===== config.mk =====
export PLATFORM = sky130hd
export DESIGN_NAME = mem_io_sequencer_flat
export DESIGN_NICKNAME = d
export VERILOG_FILES = /design/src/rtl/mem_io_sequencer_pkg.sv /design/src/rtl/mem_io_sequencer_if.sv /design/src/rtl/mem_io_sequencer_end_collector.sv /design/src/rtl/mem_io_sequencer.sv /design/src/flat_wrapper.sv
export SDC_FILE = /design/constraint.sdc
export NUM_CORES = 1
export LEC_CHECK = 0
export CAP_MARGIN = 20
export CORE_ASPECT_RATIO = 1.2
export CORE_MARGIN = 2
export CORE_UTILIZATION = 35
export DETAILED_ROUTE_END_ITERATION = 8
export PLACE_DENSITY = 0.75
export SKIP_LAST_GASP = 1
export SYNTH_ARGS = -nofsm -noshare
export SYNTH_HDL_FRONTEND = slang
export SYNTH_SLANG_ARGS = --single-unit

===== constraint.sdc =====
create_clock -name clk -period 1.7 [get_ports clk]
set_input_delay 0.255 -clock clk [delete_from_list [all_inputs] [get_ports clk]]
set_output_delay 0.255 -clock clk [all_outputs]
set_load 0.005 [all_outputs]

===== src/rtl/mem_io_sequencer_pkg.sv =====
// Shared state encoding and sizing helpers for the memory I/O sequencer.
package mem_io_pkg;

  localparam int STATE_W = 3;

  typedef enum logic [STATE_W-1:0] {
    IDLE     = 3'd0,
    LOAD     = 3'd1,
    START    = 3'd2,
    RUN      = 3'd3,
    DUMP_RD  = 3'd4,
    DUMP_OUT = 3'd5,
    FIN      = 3'd6
  } state_e;

  // Counter width able to hold 0..n (one spare bit over the index range).
  function automatic int cnt_w(input int n);
    return $clog2(n) + 1;
  endfunction

endpackage


===== src/rtl/mem_io_sequencer_if.sv =====
// Stream-in, stream-out and data-memory port bundle owned by the sequencer.
interface mem_io_sequencer_if #(
  parameter int DATA_W = 16,
  parameter int ADDR_W = 16
);

  logic              in_valid;
  logic              in_ready;
  logic [DATA_W-1:0] in_data;

  logic [ADDR_W-1:0] mem_addr;
  logic [DATA_W-1:0] mem_wdata;
  logic              mem_we;
  logic [DATA_W-1:0] mem_rdata;

  logic              out_valid;
  logic              out_ready;
  logic [DATA_W-1:0] out_data;

  modport master (
    input  in_valid, in_data, mem_rdata, out_ready,
    output in_ready, mem_addr, mem_wdata, mem_we, out_valid, out_data
  );

  modport slave (
    output in_valid, in_data, mem_rdata, out_ready,
    input  in_ready, mem_addr, mem_wdata, mem_we, out_valid, out_data
  );

endinterface


===== src/rtl/mem_io_sequencer_end_collector.sv =====
// Sticky per-core END latch; all_done_o also counts END bits arriving this cycle.
module end_collector #(
  parameter int NUM_CORES = 4
) (
  input  logic                 clk,
  input  logic                 RESET_N,
  input  logic                 clr_i,
  input  logic                 en_i,
  input  logic [NUM_CORES-1:0] core_end_i,
  output logic                 all_done_o
);

  logic [NUM_CORES-1:0] latch_q;
  logic [NUM_CORES-1:0] seen;

  for (genvar gi = 0; gi < NUM_CORES; gi++) begin : g_core
    assign seen[gi] = latch_q[gi] | (en_i & core_end_i[gi]);
  end

  always_ff @(posedge clk or negedge RESET_N) begin
    if (!RESET_N) begin
      latch_q <= '0;
    end else if (clr_i) begin
      latch_q <= '0;
    end else begin
      latch_q <= seen;
    end
  end

  assign all_done_o = &seen;

endmodule


===== src/rtl/mem_io_sequencer.sv =====
// Load -> start cores -> wait for all ENDs -> dump sequencer that owns the data-memory port while busy.
module mem_io_sequencer
  import mem_io_pkg::*;
#(
  parameter int DATA_W      = 16,
  parameter int ADDR_W      = 16,
  parameter int NUM_CORES   = 4,
  parameter int LOAD_BASE   = 0,
  parameter int LOAD_WORDS  = 1000,
  parameter int DUMP_BASE   = 0,
  parameter int DUMP_WORDS  = 997,
  parameter int MEM_LAT     = 1,
  parameter int TIMEOUT_CYC = 0
) (
  input  logic                 clk,
  input  logic                 RESET_N,
  input  logic                 go,
  mem_io_sequencer_if.master   bus,
  output logic [NUM_CORES-1:0] core_start,
  input  logic [NUM_CORES-1:0] core_end,
  output logic                 busy,
  output logic                 done,
  output logic                 timeout_err,
  output logic [STATE_W-1:0]   state_disp
);

  localparam int LD_W  = cnt_w(LOAD_WORDS);
  localparam int DP_W  = cnt_w(DUMP_WORDS);
  localparam int LAT_W = cnt_w(MEM_LAT + 1);
  localparam int RUN_W = cnt_w((TIMEOUT_CYC > 0) ? TIMEOUT_CYC : 1);

  localparam logic [LD_W-1:0]  LD_LAST  = LD_W'(LOAD_WORDS - 1);
  localparam logic [DP_W-1:0]  DP_LAST  = DP_W'(DUMP_WORDS - 1);
  localparam logic [LAT_W-1:0] LAT_LAST = LAT_W'(MEM_LAT);
  localparam logic [RUN_W-1:0] RUN_LAST = RUN_W'((TIMEOUT_CYC > 0) ? TIMEOUT_CYC - 1 : 0);

  state_e             state_q;
  logic [LD_W-1:0]    ld_cnt_q;
  logic [DP_W-1:0]    dp_cnt_q;
  logic [RUN_W-1:0]   run_cnt_q;
  logic [LAT_W-1:0]   lat_cnt_q;
  logic [DATA_W-1:0]  out_data_q;
  logic               timeout_err_q;

  logic               start_seq;
  logic               ld_fire;
  logic               all_done;
  logic [ADDR_W-1:0]  ld_addr;
  logic [ADDR_W-1:0]  dp_addr;

  assign start_seq = (state_q == IDLE) && go;
  assign ld_fire   = (state_q == LOAD) && bus.in_valid;
  // Region addresses wrap modulo 2^ADDR_W.
  assign ld_addr   = ADDR_W'(LOAD_BASE) + ADDR_W'(ld_cnt_q);
  assign dp_addr   = ADDR_W'(DUMP_BASE) + ADDR_W'(dp_cnt_q);

  end_collector #(
    .NUM_CORES (NUM_CORES)
  ) u_end_collector (
    .clk        (clk),
    .RESET_N    (RESET_N),
    .clr_i      (start_seq),
    .en_i       (state_q == RUN),
    .core_end_i (core_end),
    .all_done_o (all_done)
  );

  always_ff @(posedge clk or negedge RESET_N) begin
    if (!RESET_N) begin
      state_q       <= IDLE;
      ld_cnt_q      <= '0;
      dp_cnt_q      <= '0;
      run_cnt_q     <= '0;
      lat_cnt_q     <= '0;
      out_data_q    <= '0;
      timeout_err_q <= 1'b0;
    end else begin
      case (state_q)
        IDLE: begin
          if (go) begin
            state_q       <= LOAD;
            ld_cnt_q      <= '0;
            dp_cnt_q      <= '0;
            timeout_err_q <= 1'b0;
          end
        end
        LOAD: begin
          if (bus.in_valid) begin
            ld_cnt_q <= ld_cnt_q + 1'b1;
            if (ld_cnt_q == LD_LAST) begin
              state_q <= START;
            end
          end
        end
        START: begin
          state_q   <= RUN;
          run_cnt_q <= '0;
        end
        RUN: begin
          // Completion wins over a timeout landing in the same cycle.
          if (all_done) begin
            state_q   <= DUMP_RD;
            lat_cnt_q <= '0;
          end else if ((TIMEOUT_CYC != 0) && (run_cnt_q == RUN_LAST)) begin
            timeout_err_q <= 1'b1;
            state_q       <= FIN;
          end else begin
            run_cnt_q <= run_cnt_q + 1'b1;
          end
        end
        DUMP_RD: begin
          if (lat_cnt_q == LAT_LAST) begin
            out_data_q <= bus.mem_rdata;
            state_q    <= DUMP_OUT;
          end else begin
            lat_cnt_q <= lat_cnt_q + 1'b1;
          end
        end
        DUMP_OUT: begin
          if (bus.out_ready) begin
            dp_cnt_q  <= dp_cnt_q + 1'b1;
            lat_cnt_q <= '0;
            state_q   <= (dp_cnt_q == DP_LAST) ? FIN : DUMP_RD;
          end
        end
        FIN: begin
          state_q <= IDLE;
        end
        default: begin
          state_q <= IDLE;
        end
      endcase
    end
  end

  // The address is held for the whole read so MEM_LAT>1 memories see a stable request.
  always_comb begin
    bus.mem_addr  = '0;
    bus.mem_wdata = '0;
    bus.mem_we    = 1'b0;
    if (ld_fire) begin
      bus.mem_addr  = ld_addr;
      bus.mem_wdata = bus.in_data;
      bus.mem_we    = 1'b1;
    end else if (state_q == DUMP_RD) begin
      bus.mem_addr = dp_addr;
    end
  end

  assign bus.in_ready  = (state_q == LOAD);
  assign bus.out_valid = (state_q == DUMP_OUT);
  assign bus.out_data  = (state_q == DUMP_OUT) ? out_data_q : '0;

  assign core_start  = {NUM_CORES{state_q == START}};
  assign busy        = (state_q != IDLE);
  assign done        = (state_q == FIN);
  assign timeout_err = timeout_err_q;
  assign state_disp  = state_q;

endmodule


===== src/flat_wrapper.sv =====
// flat-port wrapper written by rule: the top's interface ports become plain ports
module mem_io_sequencer_flat import mem_io_pkg::*;
#(
  parameter int DATA_W      = 16,
  parameter int ADDR_W      = 16,
  parameter int NUM_CORES   = 4,
  parameter int LOAD_BASE   = 0,
  parameter int LOAD_WORDS  = 1000,
  parameter int DUMP_BASE   = 0,
  parameter int DUMP_WORDS  = 997,
  parameter int MEM_LAT     = 1,
  parameter int TIMEOUT_CYC = 0
)
  (clk, RESET_N, go, core_start, core_end, busy, done, timeout_err, state_disp, bus_in_valid, bus_in_data, bus_mem_rdata, bus_out_ready, bus_in_ready, bus_mem_addr, bus_mem_wdata, bus_mem_we, bus_out_valid, bus_out_data);
  mem_io_sequencer_if #(.DATA_W(DATA_W), .ADDR_W(ADDR_W)) bus_i ();
  input  logic clk;
  input  logic RESET_N;
  input  logic go;
  output logic [NUM_CORES-1:0] core_start;
  input  logic [NUM_CORES-1:0] core_end;
  output logic busy;
  output logic done;
  output logic timeout_err;
  output logic [STATE_W-1:0] state_disp;
  input wire logic [$bits(bus_i.in_valid)-1:0] bus_in_valid;
  input wire logic [$bits(bus_i.in_data)-1:0] bus_in_data;
  input wire logic [$bits(bus_i.mem_rdata)-1:0] bus_mem_rdata;
  input wire logic [$bits(bus_i.out_ready)-1:0] bus_out_ready;
  output wire logic [$bits(bus_i.in_ready)-1:0] bus_in_ready;
  output wire logic [$bits(bus_i.mem_addr)-1:0] bus_mem_addr;
  output wire logic [$bits(bus_i.mem_wdata)-1:0] bus_mem_wdata;
  output wire logic [$bits(bus_i.mem_we)-1:0] bus_mem_we;
  output wire logic [$bits(bus_i.out_valid)-1:0] bus_out_valid;
  output wire logic [$bits(bus_i.out_data)-1:0] bus_out_data;
  assign bus_i.in_valid = bus_in_valid;
  assign bus_i.in_data = bus_in_data;
  assign bus_i.mem_rdata = bus_mem_rdata;
  assign bus_i.out_ready = bus_out_ready;
  assign bus_in_ready = bus_i.in_ready;
  assign bus_mem_addr = bus_i.mem_addr;
  assign bus_mem_wdata = bus_i.mem_wdata;
  assign bus_mem_we = bus_i.mem_we;
  assign bus_out_valid = bus_i.out_valid;
  assign bus_out_data = bus_i.out_data;
  mem_io_sequencer #(.DATA_W(DATA_W), .ADDR_W(ADDR_W), .NUM_CORES(NUM_CORES), .LOAD_BASE(LOAD_BASE), .LOAD_WORDS(LOAD_WORDS), .DUMP_BASE(DUMP_BASE), .DUMP_WORDS(DUMP_WORDS), .MEM_LAT(MEM_LAT), .TIMEOUT_CYC(TIMEOUT_CYC)) u_core (.clk(clk), .RESET_N(RESET_N), .go(go), .bus(bus_i), .core_start(core_start), .core_end(core_end), .busy(busy), .done(done), .timeout_err(timeout_err), .state_disp(state_disp));
endmodule

==> flow_metrics.tcl, run 1 <==
set metrics [dict create \
    synth_area_mm2 0.00266 \
    violations "negative setup slack" \
    yosysUniqueCellTypes 38 \
    dr.pass1.iters 4 \
    first_global_vias 2780 \
    drive_gt1_share_pct 45.2 \
    grt_usage_pct 19.3 \
    clk_pin_slew_worst_paths_ns 0.08 \
    clock_latency_ns 0.29 \
    grt.overflow.total 0 \
    yosysWarnings 0 \
    ys.flop_type "dfrtp_1" \
    async_flop_share_pct 100 \
    grt_max_degree 27 \
    antenna_found_initial 0 \
    power_switching_mw 2.11 \
    slew_headroom_pct 61.2 \
    grt_pass1_wl_mm 13.3 \
    seq_power_share_pct 26.6 \
    p_per_area_mw_per_mm2 1300 \
    worst-setup-path-type "flip-flop to flip-flop" \
    dp_slack_ns -0.536 \
    status "finished with violations" \
    drt.antenna.violating_nets 0 \
    core_area_mm2 0.00732 \
    via_per_inst 5.23 \
    worst_slack_ns -0.319 \
    synth_top_area_share_pct 44.3 \
    rsz0062_at_grt "yes" \
    worst_setup_path_start_kind "flip-flop" \
    clkPwrFrac_pct 10.5 \
    maxCapViolCount 0 \
    seq_area_frac_synth_pct 44.3 \
    end_kind "flip-flop" \
    synth_seq_cells 47 \
    areaGrowthSynthToFinish_pct 72.9 \
    die_h_um 99.4 \
    crit_fanout 8 \
    synthCells 284 \
    arrival_ns 2.20 \
    dp_hpwl_mm 5.35 \
    cp_data_required_time_ns 1.88 \
    port_buffers 95 \
    tightestPinTransition_ns 0.582 \
    fmax_ghz 0.495 \
    synth_edf_count 0 \
    place_congestion 0.909 \
    cts_tree "done" \
    leakagePower_nw 2.22 \
    internal_power_mw 3.87 \
    cts_buffers 5 \
    pwr-share-comb_pct 62.9 \
    die_w_um 83.5 \
    setup_viol 66 \
    vdd_drop_max_mv 0.851 \
    num-nets-final 486 \
    vias 2774 \
    diodes 0 \
    num_rows 34 \
    yosys-top-cells-area "dfrtp_1, mux2_2, and2_1" \
    initial_utilization_pct 36.3 \
    routed_wl_mm 8.66 \
    ctsLongestPathBuffers 2 \
    period_minus_slack_ns 2.02 \
    mostFrequentLayoutCells "buf_6, dfrtp_1, clkdlybuf4s50_1" \
    cts_max_level 2 \
    syn_avg_cell_area_um2 9.35 \
    die_area_mm2 0.00830 \
    yosys.area.top_type "dfrtp_1" \
    finalClockSkew_ns 0.00718 \
    clock-sinks 47 \
    switching_share_pct 35.3 \
    min_path_type "input port to async pin" \
    drt-wirelength-per-cell_um 16.3 \
    drtIter0Drc 134 \
    whs_ns 0.486 \
    period_share_pct 119 \
    num_io_pins 102 \
    hold_viol 0 \
    ctsRootBufferMaster "clkbuf_8" \
    maxSlewViolCount 0 \
    remaining_drc_errors 0 \
]
==> through the flow <==
| stage | setup TNS [ns] | power, mW | instance area, um2 | std cells | util [%] |
|---|---|---|---|---|---|
| floorplan | -0.920 | 2.69 | 2690 | 289 | - |
| global placement | -13.46 | 3.80 | 3910 | 484 | 53.5 |
| detailed placement | -13.99 | 3.87 | 3910 | 484 | 53.5 |
| CTS | -13.08 | 5.36 | 4220 | 517 | 57.7 |
| global route | -15.83 | 6.34 | 4590 | 530 | 62.8 |
| finish | -11.07 | 5.98 | 4590 | 530 | 62.8 |
==> registers in the layout (all words and copies together), names as in the netlist <==
signal	flops
u_core.out_data_q	16
u_core.dp_cnt_q	11
u_core.ld_cnt_q	11
u_core.u_end_collector.latch_q	4
u_core.state_disp	3
u_core.lat_cnt_q	2
==> worst max-delay path, cell delays in order (launching register included) <==
cell	delay, ns
dfrtp_2	0.45
buf_6	0.13
or3b_4	0.40
a2111o_1	0.49
nor3_2	0.24
xnor2_1	0.14
nor2_1	0.05
==> logic make-up (layout without fill, tap and decap cells) <==
logic type                 count (synthesis)  after routing  share of synthesized area [%]
xor gates and xnor gates                  11             11                           3.63
buffers and inverters                     35            185                           6.88
muxes                                     19             19                           8.01
DFF                                       47             47                           44.3
other                                      1              6                          0.141
adders and majority gates                  4              4                           1.88
AOI/OAI and AO/OA                         45             45                           10.6
and+or+nand+nor                          122            123                           24.6
==> repair_timing <==
item                                   4_1_cts  5_1_grt
endpoints found under the hold margin       24        0
resized for setup                          202       93
setup buffers                               24       19
hold buffers                                 1        0
pin swaps                                   37       33
gates cloned                                 4        3
setup endpoints to repair                   84       91
==> power groups by stage <==
stage	registers, mW	clock network, mW	logic [mW]
6_report	1.59	0.628	3.76
5_1_grt	1.63	0.691	4.03
4_1_cts	1.59	0.652	3.12
3_5_place_dp	1.58	0	2.29
3_3_place_gp	1.56	0	2.25
2_1_floorplan	1.55	0	1.14
==> Yosys cell counts, types with 3 or more instances <==
library cell,n
a21oi_1,14
a22o_1,7
and2_1,20
and3_1,19
buf_4,9
clkbuf_1,12
dfrtp_1,47
ha_1,4
inv_1,10
mux2_2,18
nand2_1,20
nand3_1,7
nand4_1,7
nor2_1,24
nor3_1,6
nor4_1,4
o21ai_0,14
or3_1,9
xnor2_1,8
xor2_1,3
==> final cells by class <==
cell class              count  area (um2)
inverters                  10        40.0
clock buffers               6        72.6
multi-input cells         208        1600
fillers                   619        2720
repair buffers            169        1590
flip-flops and latches     47        1180
well taps                  90         113
==> routing by layer <==
layer	global-route usage (%)	part of all wire, %	vias up
met5	0	0	-
li1	-	-	1284
met2	37.6	55	117
met3	3.65	6.0	14
met1	21.9	38	1359
met4	3.85	1.3	0
==> final timing paths <==
path,endpoint,slack (ns),startpoint,depth (start not counted)
max reg2reg,u_core.dp_cnt_q[8],-0.32,u_core.state_disp[2],6
max in group asynchronous,u_core.state_disp[2],0.61,RESET_N,3
min in group clk,u_core.lat_cnt_q[1],0.49,u_core.lat_cnt_q[1],1
min,u_core.ld_cnt_q[4],0.49,RESET_N,2
max,u_core.dp_cnt_q[8],-0.32,u_core.state_disp[2],6
min reg2reg,u_core.lat_cnt_q[1],0.49,u_core.lat_cnt_q[1],1
No activity file was read; power rests on OpenSTA's default activity.
==> run 2, diff against run 1 <==
--- a/config.mk
+++ b/config.mk
@@ -5,13 +5,12 @@
 export SDC_FILE = /design/constraint.sdc
 export NUM_CORES = 1
 export LEC_CHECK = 0
-export CAP_MARGIN = 20
+export CAP_MARGIN = 40
 export CORE_ASPECT_RATIO = 1.2
 export CORE_MARGIN = 2
-export CORE_UTILIZATION = 35
+export CORE_UTILIZATION = 40
 export DETAILED_ROUTE_END_ITERATION = 8
-export PLACE_DENSITY = 0.75
-export SKIP_LAST_GASP = 1
+export PLACE_DENSITY = 0.83
 export SYNTH_ARGS = -nofsm -noshare
 export SYNTH_HDL_FRONTEND = slang
 export SYNTH_SLANG_ARGS = --single-unit
==> run 2 against run 1 <==
Effect of this change: the run still ends with negative setup slack left; clock power grew 17%; die area decreased by 12%; global-route usage up 3.4 points; total power shrank 1.7%; register-to-register slack got worse by 0.11 ns; non-clock buffer count fell by 5; first-iteration DRC count grew 42%; combinational power down 5.6%; count of clock-buffer cells in the layout rose by 1; flip-flop and latch count stayed put; critical endpoint is now u_core.dp_cnt_q[6].
==> flow_metrics.tcl, run 2 (synthesized netlist as in run 1, its figures left out) <==
set metrics [dict create \
    finalClockSkew_ns 0.0121 \
    drtIter0Drc 190 \
    num_rows 32 \
    rsz0062_at_grt "yes" \
    tightestPinTransition_ns 0.595 \
    dr.pass1.iters 4 \
    final_util_pct 72.7 \
    largest_reg_flops 16 \
    die_area_mm2 0.00731 \
    fmax_ghz 0.469 \
    diodes 0 \
    grt_max_degree 48 \
    cts_tree "done" \
    initial_utilization_pct 41.2 \
    remaining_drc_errors 0 \
    regMostFlops "u_core.out_data_q" \
    grt_usage_pct 22.7 \
    crit_fanout 8 \
    leakagePower_nw 2.21 \
    layout_commonest_cell "dfrtp_1" \
    grt.overflow.total 0 \
    worst-setup-path-type "flip-flop to flip-flop" \
    worst_setup_path_start_kind "flip-flop" \
    place_congestion 0.871 \
    antenna_found_initial 0 \
    drt-wirelength-per-cell_um 18.7 \
    setup_viol 90 \
    min_path_type "input port to async pin" \
    end_kind "flip-flop" \
    clock-sinks 47 \
    vdd_drop_max_mv 0.718 \
    num-nets-final 480 \
    routed_wl_mm 9.75 \
    switching_share_pct 37.7 \
    die_w_um 78.4 \
    grt_pass1_wl_mm 13.2 \
    vias 2901 \
    finalSetupTns_ns -14.50 \
    hold_viol 0 \
    drt.antenna.violating_nets 0 \
    die_h_um 93.3 \
    arrival_ns 2.36 \
    grtUsageMet1_pct 25.8 \
    grt_use_met3_pct 5.79 \
    clock_latency_ns 0.31 \
    core_area_mm2 0.00645 \
    internal_power_mw 3.66 \
    whs_ns 0.0312 \
    clkPwrFrac_pct 12.5 \
    top_regs "u_core.out_data_q (16), u_core.dp_cnt_q (11), u_core.ld_cnt_q (11)" \
    top_usage_layer "met2" \
    violations "negative setup slack" \
    port_buffers 95 \
    slew_headroom_pct 60.4 \
    cts_buffers 5 \
    pwr-share-comb_pct 60.3 \
    period_share_pct 125 \
    maxCapViolCount 0 \
    areaGrowthSynthToFinish_pct 76.3 \
    ctsLongestPathBuffers 2 \
    first_global_vias 2843 \
    p_per_area_mw_per_mm2 1260 \
    cts_max_level 2 \
    power_switching_mw 2.22 \
    num_io_pins 102 \
    period_minus_slack_ns 2.13 \
    via_per_inst 5.57 \
    dp_hpwl_mm 5.44 \
    nFillCells 428 \
    cts_hold_buf 0 \
    status "finished with violations" \
    worst_slack_ns -0.431 \
    drive_gt1_share_pct 46.8 \
    seq_power_share_pct 27.2 \
    ctsRootBufferMaster "clkbuf_8" \
    cp_data_required_time_ns 1.93 \
    maxSlewViolCount 0 \
    clk_pin_slew_worst_paths_ns 0.09 \
    gr-usage-met2_pct 39.7 \
    mostFrequentLayoutCells "dfrtp_1, buf_4, clkdlybuf4s50_1" \
]
[run 2: cell count changes in the layout (fill, tap and decap cells not counted), moves of 8 or more]
cell,delta
and3_4,-10
and3_1,+10
dlygate4sd2_1,-11
and2_1,-8
buf_6,-15
mux2_2,-15
clkdlybuf4s15_2,+15
mux2_4,+15
[run 2: cell type report]
class                           count  area [um2]  area share (%)
Timing Repair Buffer              164        1570            33.5
Sequential cell                    47        1180            25.1
Inverter                           10        37.5           0.801
Multi-Input combinational cell    207        1700            36.3
Tap cell                           85         106            2.27
Clock buffer                        7        86.3            1.84
Clock inverter                      1        8.76           0.187
[run 2: path summary, 6_finish.rpt]
check                                     start              endpoint  slack [ns]  depth (start not counted)
min                                     RESET_N  u_core.out_data_q[0]        0.03                          2
max                        u_core.state_disp[2]    u_core.dp_cnt_q[6]       -0.43                          5
min reg2reg                 u_core.lat_cnt_q[1]   u_core.lat_cnt_q[1]        0.50                          1
max in group asynchronous               RESET_N  u_core.state_disp[0]        1.27                          2
min in group clk            u_core.lat_cnt_q[1]   u_core.lat_cnt_q[1]        0.50                          1
max reg2reg                u_core.state_disp[2]    u_core.dp_cnt_q[6]       -0.43                          5
[run 2: metrics by stage]
stage | power, mW | std cells | worst slack [ns] | instance area [um2]
floorplan | 2.69 | 289 | -0.194 | 2690
global placement | 3.85 | 483 | -0.484 | 3940
detailed placement | 3.95 | 483 | -0.529 | 3940
CTS | 5.06 | 505 | -0.385 | 4250
global route | 6.15 | 521 | -0.518 | 4680
finish | 5.88 | 521 | -0.431 | 4680
[run 2: layer usage]
layer  wire, um  up-vias  share of wire, %
li1           -     1275                 -
met1       3450     1412                35
met2       5060      174                52
met3        811       40               8.3
met4        420        0               4.3
met5          0        -                 0
[run 2: power by group through the flow]
stage,Clock (mW),Combinational [mW],Sequential (mW)
after detailed placement,0,2.38,1.57
after CTS,0.737,2.77,1.56
final,0.733,3.55,1.60
after floorplan,0,1.14,1.55
after global placement,0,2.31,1.55
after global routing,0.778,3.75,1.63
[run 2: timing repair]
action / 4_1_cts / 5_1_grt
pin swaps: 25 / 40
setup endpoints to repair: 70 / 96
resized for setup: 214 / 87
gates cloned: 0 / 5
buffers inserted: 15 / 13
[run 2: critical path, stage by stage (launching register included)]
cell	delay, ns
dfrtp_1	0.41
buf_6	0.14
or3b_4	0.40
a2111o_1	0.55
or3_1	0.40
a21oi_1	0.16
